**src/rtl/keypad_pkg.sv**
```systemverilog
// Shared definitions for the keypad scanner: FSM state encoding, key code
// width, idle column pattern and small encode helpers.
package keypad_pkg;

  localparam int unsigned KEY_W = 4;
  localparam int unsigned ROW_N = 4;
  localparam int unsigned COL_N = 4;

  localparam logic [COL_N-1:0] COL_IDLE = 4'b1110;

  typedef enum logic [1:0] {
    ST_SCAN     = 2'd0,
    ST_DEBOUNCE = 2'd1,
    ST_PRESSED  = 2'd2,
    ST_RELEASE  = 2'd3
  } state_e;

  // Index of the lowest active-low row; only meaningful when some row is low.
  function automatic logic [1:0] lowest_low_row(input logic [ROW_N-1:0] rows);
    logic [1:0] idx;
    idx = 2'd0;
    for (int i = ROW_N - 1; i >= 0; i--) begin
      if (!rows[i]) idx = 2'(i);
    end
    return idx;
  endfunction

  // Active-low one-cold column drive for a column index.
  function automatic logic [COL_N-1:0] col_drive(input logic [1:0] idx);
    logic [COL_N-1:0] one;
    one = 4'b0001;
    return ~(one << idx);
  endfunction

endpackage

```
**src/rtl/row_sync.sv**
```systemverilog
// Two-flop synchronizer for the asynchronous keypad row inputs.
// Ports:
//   clk    system clock
//   rst    synchronous active-high reset (outputs return to all-high / idle)
//   row_i  raw active-low rows from the pins
//   row_o  synchronized rows
module row_sync
  import keypad_pkg::*;
(
  input  logic             clk,
  input  logic             rst,
  input  logic [ROW_N-1:0] row_i,
  output logic [ROW_N-1:0] row_o
);

  logic [ROW_N-1:0] meta_q;
  logic [ROW_N-1:0] sync_q;

  always_ff @(posedge clk) begin
    if (rst) begin
      meta_q <= 4'hF;
      sync_q <= 4'hF;
    end else begin
      meta_q <= row_i;
      sync_q <= meta_q;
    end
  end

  assign row_o = sync_q;

endmodule

```
**src/rtl/keypad_scan_encoder.sv**
```systemverilog
// 4x4 active-low keypad scanner with debounce and 4-bit key encoding.
// Ports:
//   clk        system clock
//   rst        synchronous active-high reset
//   row_in     matrix rows, active-low, asynchronous
//   col_out    column drive, active-low, exactly one bit low
//   Dout       last accepted key code {row[1:0], col[1:0]}
//   key_valid  one-cycle strobe per accepted press
//   key_held   high from accepted press until accepted release
// SCAN_DIV must be >= 4 and DEBOUNCE_CNT >= 2.
module keypad_scan_encoder
  import keypad_pkg::*;
#(
  parameter int unsigned SCAN_DIV     = 1000,
  parameter int unsigned DEBOUNCE_CNT = 10000
) (
  input  logic             clk,
  input  logic             rst,
  input  logic [ROW_N-1:0] row_in,
  output logic [COL_N-1:0] col_out,
  output logic [KEY_W-1:0] Dout,
  output logic             key_valid,
  output logic             key_held
);

  localparam int unsigned SCAN_W = $clog2(SCAN_DIV);
  localparam int unsigned DB_W   = $clog2(DEBOUNCE_CNT);
  localparam logic [SCAN_W-1:0] SCAN_LAST = SCAN_W'(SCAN_DIV - 1);
  localparam logic [DB_W-1:0]   DB_LAST   = DB_W'(DEBOUNCE_CNT - 1);

  state_e            state_q, state_d;
  logic [1:0]        col_idx_q, col_idx_d;
  logic [COL_N-1:0]  col_out_q, col_out_d;
  logic [SCAN_W-1:0] scan_cnt_q, scan_cnt_d;
  logic [DB_W-1:0]   db_cnt_q, db_cnt_d;
  logic [1:0]        cap_row_q, cap_row_d;
  logic [1:0]        cap_col_q, cap_col_d;
  logic [KEY_W-1:0]  dout_q, dout_d;
  logic              key_valid_q, key_valid_d;
  logic              key_held_q, key_held_d;

  logic [ROW_N-1:0]  row_s;
  logic              cap_low;
  logic [1:0]        col_next;

  row_sync u_row_sync (
    .clk   (clk),
    .rst   (rst),
    .row_i (row_in),
    .row_o (row_s)
  );

  // Captured key's row is still pulled low.
  assign cap_low  = ~row_s[cap_row_q];
  assign col_next = col_idx_q + 2'd1;

  // State and datapath registers.
  always_ff @(posedge clk) begin
    if (rst) begin
      state_q     <= ST_SCAN;
      col_idx_q   <= 2'd0;
      col_out_q   <= COL_IDLE;
      scan_cnt_q  <= '0;
      db_cnt_q    <= '0;
      cap_row_q   <= 2'd0;
      cap_col_q   <= 2'd0;
      dout_q      <= '0;
      key_valid_q <= 1'b0;
      key_held_q  <= 1'b0;
    end else begin
      state_q     <= state_d;
      col_idx_q   <= col_idx_d;
      col_out_q   <= col_out_d;
      scan_cnt_q  <= scan_cnt_d;
      db_cnt_q    <= db_cnt_d;
      cap_row_q   <= cap_row_d;
      cap_col_q   <= cap_col_d;
      dout_q      <= dout_d;
      key_valid_q <= key_valid_d;
      key_held_q  <= key_held_d;
    end
  end

  // Next-state and output logic.
  always_comb begin
    state_d     = state_q;
    col_idx_d   = col_idx_q;
    col_out_d   = col_out_q;
    scan_cnt_d  = scan_cnt_q;
    db_cnt_d    = db_cnt_q;
    cap_row_d   = cap_row_q;
    cap_col_d   = cap_col_q;
    dout_d      = dout_q;
    key_valid_d = 1'b0;
    key_held_d  = key_held_q;

    case (state_q)
      ST_SCAN: begin
        if (scan_cnt_q == SCAN_LAST) begin
          scan_cnt_d = '0;
          if (row_s == 4'hF) begin
            col_idx_d = col_next;
            col_out_d = col_drive(col_next);
          end else begin
            // Column drive stays put so the key keeps pulling its row.
            cap_row_d = lowest_low_row(row_s);
            cap_col_d = col_idx_q;
            db_cnt_d  = '0;
            state_d   = ST_DEBOUNCE;
          end
        end else begin
          scan_cnt_d = scan_cnt_q + SCAN_W'(1);
        end
      end

      ST_DEBOUNCE: begin
        if (!cap_low) begin
          state_d    = ST_SCAN;
          scan_cnt_d = '0;
          col_idx_d  = col_next;
          col_out_d  = col_drive(col_next);
        end else if (db_cnt_q == DB_LAST) begin
          state_d     = ST_PRESSED;
          dout_d      = {cap_row_q, cap_col_q};
          key_valid_d = 1'b1;
          key_held_d  = 1'b1;
        end else begin
          db_cnt_d = db_cnt_q + DB_W'(1);
        end
      end

      ST_PRESSED: begin
        if (!cap_low) begin
          state_d  = ST_RELEASE;
          db_cnt_d = '0;
        end
      end

      ST_RELEASE: begin
        if (cap_low) begin
          state_d = ST_PRESSED;
        end else if (db_cnt_q == DB_LAST) begin
          state_d    = ST_SCAN;
          key_held_d = 1'b0;
          scan_cnt_d = '0;
          col_idx_d  = col_next;
          col_out_d  = col_drive(col_next);
        end else begin
          db_cnt_d = db_cnt_q + DB_W'(1);
        end
      end

      default: state_d = ST_SCAN;
    endcase
  end

  assign col_out   = col_out_q;
  assign Dout      = dout_q;
  assign key_valid = key_valid_q;
  assign key_held  = key_held_q;

endmodule

```
**config.mk**
```make
export PLATFORM = sky130hd
export DESIGN_NAME = keypad_scan_encoder
export DESIGN_NICKNAME = d
export VERILOG_FILES = /design/src/rtl/keypad_pkg.sv /design/src/rtl/row_sync.sv /design/src/rtl/keypad_scan_encoder.sv
export SDC_FILE = /design/constraint.sdc
export NUM_CORES = 1
export LEC_CHECK = 0
export ABC_CLOCK_PERIOD_IN_PS = 4000
export BUFFER_PORTS_ARGS = -buffer_cell sky130_fd_sc_hd__clkbuf_2
export CORE_MARGIN = 10
export CORE_UTILIZATION = 30
export DETAILED_ROUTE_END_ITERATION = 16
export PLACE_DENSITY = 0.57
export SETUP_SLACK_MARGIN = 0.5
export SYNTH_ARGS = -nofsm -noshare
export SYNTH_HDL_FRONTEND = slang
export SYNTH_HIERARCHICAL = 1
export SYNTH_SLANG_ARGS = --single-unit
```
**constraint.sdc**
```tcl
create_clock -name clk -period 4 [get_ports clk]
set_input_delay 0.8 -clock clk [delete_from_list [all_inputs] [get_ports clk]]
set_output_delay 0.8 -clock clk [all_outputs]
set_load 0.02 [all_outputs]
```
# --- Yosys cells after proc, flatten, opt, wreduce, memory -nomap -nowiden ---
# Cells that the tools add are included.
# W data, S select, Z words.
totals:
  ff_bits: 50
  inputBits: 6
  output_inout_bits: 10
op_classes:
  n_addsub: 3
  n_lt_le_gt_ge: 1
  n_eq_ne: 17
  n_shift: 1
  muxes: 44
  bitwise: 4
  n_reduce_logical: 11
ops:
  columns: ["operator", "n"]
  rows:
  - ["$mux W14", 6]
  - ["$pmux W14 S4", 1]
  - ["$mux W10", 4]
  - ["$mux W2", 16]
  - ["$pmux W10 S3", 1]
  - ["$mux W4", 5]
  - ["$ne A2 B2 Y1 const B", 9]
  - ["$reduce_and A5 Y1", 3]
  - ["$add A14 B1 Y14 const B", 1]
  - ["$eq A14 B14 Y1 const B", 1]
  - ["$pmux W4 S3", 1]
  - ["$add A10 B1 Y10 const B", 1]
  - ["$eq A10 B10 Y1 const B", 1]
  - ["$pmux W2 S4", 1]
  - ["$mux W1", 6]
  - ["$ne A3 B3 Y1 const B", 2]
  - ["$pmux W2 S3", 1]
  - ["$reduce_and A3 Y1", 2]
  - ["$reduce_and A6 Y1", 1]
  - ["$eq A2 B2 Y1 const B", 2]
  - ["$eq A4 B4 Y1 const B", 1]
  - ["$not A4 Y4", 1]
  - ["$reduce_and A4 Y1", 1]
  - ["$shl A1 B2 Y4 const A", 1]
  - ["10 further kinds", 12]

# --- Logic depth before layout (Yosys ltp) ---
# Gate-level depths: netlist (run 1).
logic_depth:
  depth_word: 6
  depth_mapped: 8

# --- Modules after synthesis ---
# The synthesis (run 1) kept the hierarchy.
modules_own_cells:
  columns: ["mod", "n_inst", "cells_per_inst", "area_per_inst_um2", "seq_area_each_um2"]
  rows:
  - ["keypad_scan_encoder", 1, 252, 2140.8, 840.8]
  - ["row_sync", 1, 16, 210.2, 160.2]

# --- Least setup slack after synthesis (run 1) ---
# Ideal clock, no wire load.
synth_timing:
  kind: "register -> register"
  start: "register cap_row_q[0]"
  end: "register db_cnt_q[10]"
  t_arrival_ns: 2.132
  t_required_ns: 3.929
  setup_slack_ns: 1.797
  stages_incl_launch_ff: 7
  period_less_slack_ns: 2.203
  cell_sequence: "dfxtp_1 -> mux4_2 -> or2_1 -> buf_6 -> o221a_4 -> or4_1 -> a21oi_1"
synth_via:
  elab_chain_cells: 4
  elab_cells_between_ends: 6
synth_rtl:
  columns: ["item", "line", "source"]
  rows:
  - ["start: declaration", "keypad_scan_encoder.sv:36", "logic [1:0] cap_row_q, cap_row_d;"]
  - ["start signal: assignment", "keypad_scan_encoder.sv:76", "cap_row_q <= cap_row_d;"]
  - ["$bmux W1 S2 (*)", "keypad_scan_encoder.sv:54", "assign cap_low = ~row_s[cap_row_q];"]
  - ["$mux W1 (not written as such) (*)", "keypad_scan_encoder.sv:54", null]
  - ["$ne A2 B2 Y1 (no source line)", null, null]
  - ["$reduce_and A5 Y1 (no source line) (*)", null, null]
  - ["end signal: assignment", "keypad_scan_encoder.sv:75", "db_cnt_q <= db_cnt_d;"]
  - ["end: declaration", "keypad_scan_encoder.sv:35", "logic [DB_W-1:0] db_cnt_q, db_cnt_d;"]
# Every way passes the cells marked *; elsewhere a longest branch is shown, timed or not. The select of a mux whose other input is x is not followed.
# A chain may end at the register's enable or synchronous reset.

# --- Final worst setup path (run 1) ---
layout_timing:
  start: "register cap_row_q[0]"
  end: "register db_cnt_q[12]"
# Same word-level chain as after synthesis.

==> impl_metrics.csv, run 1 <==
group,metric,value,unit
timing,worst_hold_slack,0.410,ns
layout,antenna_cells,0,
layout,areaGrowthSynthToFinish,11.0,%
setup_path,critPathLaunchType,"flip-flop",
cts,cts_hold_buf,0,
yosys,netlist_instances,268,
yosys,seq_area_frac_synth,0.426,
floorplanning,core_area,7690,µm²
place,portBuffers,15,
timing,hold_viol,0,
yosys,netlist_area,2350,µm²
cts,cts_resized,0,
routing,routed_wl,4910,µm
timing,tightest_slew,0.725,ns
routing,drt-vias-per-instance,5.04,
floorplanning,row_count,32,
cts,cts_post_setup_buffers_inserted,0,
pwr,finalPower,866,µW
grt,grt_pass1_wl,8430,µm
setup_path,criticalPathCategory,"reg -> reg",
timing,drv_slew,0,
setup_path,worstPathArrival,2.64,ns
grt,track_usage,0.0867,
layout,fin_area,2610,µm²
yosys,synth_async_sr_flop_share,0,
place,placed_cells,378,
floorplanning,dieArea,11800,µm²
cts,cts.sinks,50,
yosys,syn_avg_cell_area,8.77,µm²
cts,htree_levels,2,
setup_path,crit_fanout,15,
timing,finalSetupViolCount,0,
timing,fmax,0.417,GHz
cts,tritoncts,"done",
floorplanning,floorplan.initialDensity,0.306,
timing,skew,0.0141,ns
layout,multi_input_area,1270,µm²
place,dpl_cell_area,2510,µm²
cts,clockBufferDepth,2,
yosys,synth_flop_cell,"dfxtp_1",
cts,cts_inserted_buffers,5,
timing,worst_slack,1.60,ns
routing,vias,1945,
layout,finalNonFillerCells,386,
layout,nFillCells,824,
place,place_worst_setup_slack,1.60,ns
routing,drt_iter0_markers,154,
yosys,synth_nets,280,
timing,rsz0062_at_grt,"no",
grt,grt_max_degree,37,
routing,post_drt_wl_per_cell,12.7,µm
floorplanning,io_pins,16,
timing,finalCriticalPeriod,2.40,ns
floorplanning,fp.dieW,109,µm
place,place_congestion,0.831,
routing,final_antenna_net_count,0,
pwr,max-vdd-ir-drop,0.000218,V
cts,cts-root-buf,"clkbuf_8",
routing,drc,0,
layout,layout.area.seq,1000,µm²
place,dp_hpwl,3540,µm
pwr,pwr_density_cell,332,nW/µm²
layout,fin_nets,295,
layout,fin_util,0.340,
grt,antenna_found_initial,0,
grt,grt_overflow,0,
yosys,synth.distinct_cells,46,
setup_path,cp-end-kind,"flip-flop",
cts,clk_latency,0.32,ns
setup_path,cp.required,4.24,ns
worst_hold_path,min_path_type,"reg -> reg",
yosys,yosys_register_bits,50,
layout,drive_gt1_frac,0.109,
timing,slew_headroom,0.512,
yosys,synth_edf_count,0,
pwr,leakage,0.926,nW
timing,fin_crit_sh,0.599,
yosys,synth_warnings,6,
cts,path_clk_slew,0.10,ns
floorplanning,fp.dieH,109,µm
run_status,outcome,"finished, final reports clean",
timing,tns,0,ns
grt,grt_pass1_vias,1777,
routing,first_pass_iters,4,
job,maxCapViolCount,0,
==> synthesized netlist by cell type (all sizes together), types with 2 or more instances <==
library cell / instances / area share
nand3: 18 / 0.040
o21ai: 13 / 0.028
nor3: 8 / 0.017
o31ai: 3 / 0.0096
nor3b: 4 / 0.013
or2: 10 / 0.027
ha: 6 / 0.032
a31o: 2 / 0.0075
a22oi: 2 / 0.0064
nand4: 8 / 0.021
or3: 8 / 0.021
or4: 6 / 0.019
nand2: 21 / 0.034
nor4: 2 / 0.0053
a21oi: 16 / 0.034
o41ai: 2 / 0.011
and3: 4 / 0.011
inv: 9 / 0.014
a2bb2oi: 3 / 0.011
or4b: 2 / 0.0085
clkbuf: 5 / 0.0080
mux2i: 9 / 0.038
buf: 2 / 0.0096
o211ai: 3 / 0.0096
xnor2: 6 / 0.022
dfxtp: 50 / 0.43
nor2: 31 / 0.049
==> cell usage in the layout, fill, tap and decap left out, drive strengths merged, types with 4 or more instances in the layout <==
master,n
a21oi,16
inv,11
clkbuf,20
nor2,31
or4,6
nand4,8
or3,8
nor3,8
o21ai,13
nor3b,4
mux2i,9
xnor2,6
dfxtp,50
and3,4
ha,6
nand2,21
or2,10
nand3,18
==> cell families (layout without fill, tap and decap cells) <==
kind of cell               after synthesis  after routing  share of synthesized area
muxes                                   11             11                     0.0527
buffers and inverters                   16             32                     0.0319
xor gates and xnor gates                 6              6                     0.0224
AOI/OAI and AO/OA                       52             52                      0.152
and+or+nand+nor                        127            127                      0.283
adders and majority gates                6              6                     0.0319
DFF                                     50             50                      0.426
==> per-layer routing <==
metal  wire length (µm)  vias up  track usage
met3                230        6       0.0244
met4                 63        0       0.0282
li1                   -     1014            -
met2               2130       33        0.130
met5                  0        -            0
met1               2490      892        0.117
==> power breakdown <==
group,internal (mW),switching [mW]
Combinational,0.0121,0.0212
Sequential,0.505,0.00555
Clock,0.131,0.191
==> path summary, 6_finish.rpt <==
check / slack (ns) / from / endpoint / cells after the start
setup / recovery: 1.60 / cap_row_q[0] / db_cnt_q[12] / 5
hold / removal: 0.41 / u_row_sync/meta_q[0] / u_row_sync/row_o[0] / 1
setup reg to reg: 1.60 / cap_row_q[0] / db_cnt_q[12] / 5
hold reg to reg: 0.41 / u_row_sync/meta_q[0] / u_row_sync/row_o[0] / 1
==> flip-flops by register name, summed over array words and instances (netlist names), named ones only <==
| name | flops |
|---|---|
| Dout | 4 |
| cap_col_q | 2 |
| cap_row_q | 2 |
| col_idx_q | 2 |
| col_out | 4 |
| db_cnt_q | 14 |
| key_held | 1 |
| key_valid | 1 |
| scan_cnt_q | 10 |
| state_q | 1 |
| u_row_sync/meta_q | 4 |
| u_row_sync/row_o | 4 |
==> critical path, cell delays in order (launching register included) <==
cell	delay [ns]
dfxtp_1	0.38
mux4_2	0.62
or2_1	0.33
o221a_4	0.33
or4_1	0.51
a21oi_1	0.16
==> layout make-up <==
class / count / share of cell area
inverters: 9 / 0.0129
repair buffers: 15 / 0.0288
flip-flops and latches: 50 / 0.384
clock buffers: 5 / 0.0264
well taps: 102 / 0.0489
multi-input cells: 202 / 0.488
clock inverters: 3 / 0.0110
Power figures use the tool's default switching activity.
==> inputs of run 2 (changes only) <==
--- a/config.mk
+++ b/config.mk
@@ -5,7 +5,7 @@
 export SDC_FILE = /design/constraint.sdc
 export NUM_CORES = 1
 export LEC_CHECK = 0
-export ABC_CLOCK_PERIOD_IN_PS = 4000
+export ABC_CLOCK_PERIOD_IN_PS = 2450
 export BUFFER_PORTS_ARGS = -buffer_cell sky130_fd_sc_hd__clkbuf_2
 export CORE_MARGIN = 10
 export CORE_UTILIZATION = 30
==> constraint.sdc (replaced) <==
create_clock -name clk -period 2.45 [get_ports clk]
set_input_delay 0.49 -clock clk [delete_from_list [all_inputs] [get_ports clk]]
set_output_delay 0.49 -clock clk [all_outputs]
set_load 0.02 [all_outputs]
==> run 2 against run 1 <==
Hold slack got worse by 0.056 ns. Setup slack lost 1.2 ns. Highest routed layer unchanged. Die area stayed put. Cell count is 8.0% higher. Wire length up 22%. Cell area up 21%. Fmax up 17%. Critical path depth up 1. Critical path type unchanged. Sequential power grew 64%. Combinational power is 140% higher. Flip-flop and latch count stayed put.
==> impl_metrics.csv, run 2 (synthesized netlist as in run 1, its figures left out) <==
group,metric,value,unit
cts,clk_latency,0.31,ns
setup_path,r2r_start,"state_q[0]",
floorplanning,row_count,32,
setup_path,crit_family,"simple AND/OR/NAND/NOR gates",
routing,drt_iter0_markers,120,
timing,finalSetupViolCount,0,
worst_hold_path,min_path_type,"in -> reg",
setup_path,cp_num_buf_inv,1,
routing,routed_wl,6000,µm
floorplanning,floorplan.initialDensity,0.306,
timing,finalCriticalPeriod,2.05,ns
setup_path,cp-end-kind,"flip-flop",
grt,grt_overflow,0,
layout,largest_registers,"db_cnt_q x14, scan_cnt_q x10",
floorplanning,core_area,7690,µm²
timing,skew,0.0112,ns
place,portBuffers,15,
routing,post_drt_wl_per_cell,14.4,µm
setup_path,startpoint,"state_q[0]",
setup_path,worstPathCellList,"buf_4 -> nor2_1 -> nand2_1 -> o221a_4 -> or4_1 -> a21oi_1",
layout,fin_util,0.410,
run_status,outcome,"finished, final reports clean",
timing,fmax,0.487,GHz
timing,tightest_slew,0.506,ns
grt,grt_pass1_wl,10200,µm
cts,path_clk_slew,0.10,ns
cts,cts_inserted_buffers,5,
pwr,p_sw,350,µW
routing,drc,0,
pwr,max-vdd-ir-drop,0.000317,V
layout,drive_gt1_frac,0.333,
grt,track_usage,0.104,
setup_path,critPathLaunchType,"flip-flop",
setup_path,worstPathArrival,2.30,ns
cts,cts_hold_buf,0,
timing,tns,0,ns
job,maxCapViolCount,0,
timing,fin_crit_sh,0.838,
pwr,p_int,1.09,mW
timing,worst_slack,0.397,ns
setup_path,slowest_stage,"or4_1",
setup_path,criticalPathCategory,"reg -> reg",
setup_path,crit_fanout,8,
grt,grt_pass1_vias,2187,
cts,cts-root-buf,"clkbuf_8",
pwr,leakage,1.16,nW
grt,use_met2,0.169,
routing,final_antenna_net_count,0,
layout,antenna_cells,0,
cts,clockBufferDepth,2,
routing,first_pass_iters,4,
place,place_congestion,0.761,
pwr,pwr-share-clk,0.366,
floorplanning,dieArea,11800,µm²
pwr,seq_power_share,0.579,
layout,layout_commonest_cell,"dfxtp_1",
floorplanning,fp.dieH,109,µm
routing,vias,2162,
routing,drt-vias-per-instance,5.18,
layout,largest_reg_flops,14,
pwr,pwr_density_cell,457,nW/µm²
timing,slew_headroom,0.661,
grt,antenna_found_initial,0,
layout,regMostFlops,"db_cnt_q",
worst_hold_path,min-delay-start,"row_in[3]",
layout,most-common-layout-cells,"dfxtp_1 (39), nor2_1 (31), buf_4 (26), nand2_1 (18)",
cts,htree_levels,2,
place,dp_hpwl,3730,µm
pwr,power_frac_comb,0.055,
place,place_worst_setup_slack,0.219,ns
floorplanning,io_pins,16,
timing,worst_hold_slack,0.353,ns
timing,rsz0062_at_grt,"yes",
setup_path,max_stage_delay,0.41,ns
grt,busiest_layer,"met2",
layout,fin_nets,326,
grt,grt_max_degree,33,
timing,hold_viol,0,
floorplanning,fp.dieW,109,µm
cts,tritoncts,"done",
cts,cts.sinks,50,
setup_path,cp.required,2.70,ns
grt,grt_util_met1,0.135,
grt,use_met3,0.0286,
timing,drv_slew,0,
pwr,swShare,0.243,
layout,areaGrowthSynthToFinish,34.0,%
-- run 2: final cells by class --
cell class	count	area, µm²
clock buffers	6	82.6
inverters	9	33.8
repair buffers	44	304
multi-input cells	204	1570
flip-flops and latches	50	1020
clock inverters	2	16.3
well taps	102	128
fillers	783	4540
-- run 2: through the flow --
stage / cells / power, mW / instance area (µm²)
floorplan: 268 / 0.890 / 2370
global placement: 387 / 0.909 / 2600
detailed placement: 387 / 0.911 / 2600
CTS: 414 / 1.45 / 3040
global route: 417 / 1.50 / 3150
finish: 417 / 1.44 / 3150
-- run 2: power groups by stage --
stage / clock network, mW / registers (mW) / logic (mW)
3_3_place_gp: 0 / 0.852 / 0.0579
5_1_grt: 0.575 / 0.836 / 0.0880
2_1_floorplan: 0 / 0.852 / 0.0379
4_1_cts: 0.542 / 0.834 / 0.0739
6_report: 0.527 / 0.834 / 0.0797
3_5_place_dp: 0 / 0.852 / 0.0587
-- run 2: path summary, 6_finish.rpt --
| kind | endpoint | slack [ns] | depth (start not counted) |
|---|---|---|---|
| worst max-delay path | db_cnt_q[12] | 0.40 | 6 |
| worst min-delay path | u_row_sync/meta_q[3] | 0.35 | 2 |
| worst max register to register | db_cnt_q[12] | 0.40 | 6 |
| worst min register to register | u_row_sync/row_o[2] | 0.41 | 1 |
-- run 2: repair_timing --
| action | 4_1_cts | 5_1_grt |
|---|---|---|
| resized for setup | 40 | 18 |
| pin swaps | 14 | 10 |
| gates cloned | 2 | 0 |
| setup endpoints to repair | 32 | 37 |
| setup buffers | 17 | 3 |
-- run 2: per-layer routing --
| metal | up-vias | share of wire |
|---|---|---|
| met5 | - | 0 |
| met3 | 6 | 0.052 |
| met4 | 0 | 0.0063 |
| met1 | 1030 | 0.47 |
| li1 | 1076 | - |
| met2 | 50 | 0.47 |
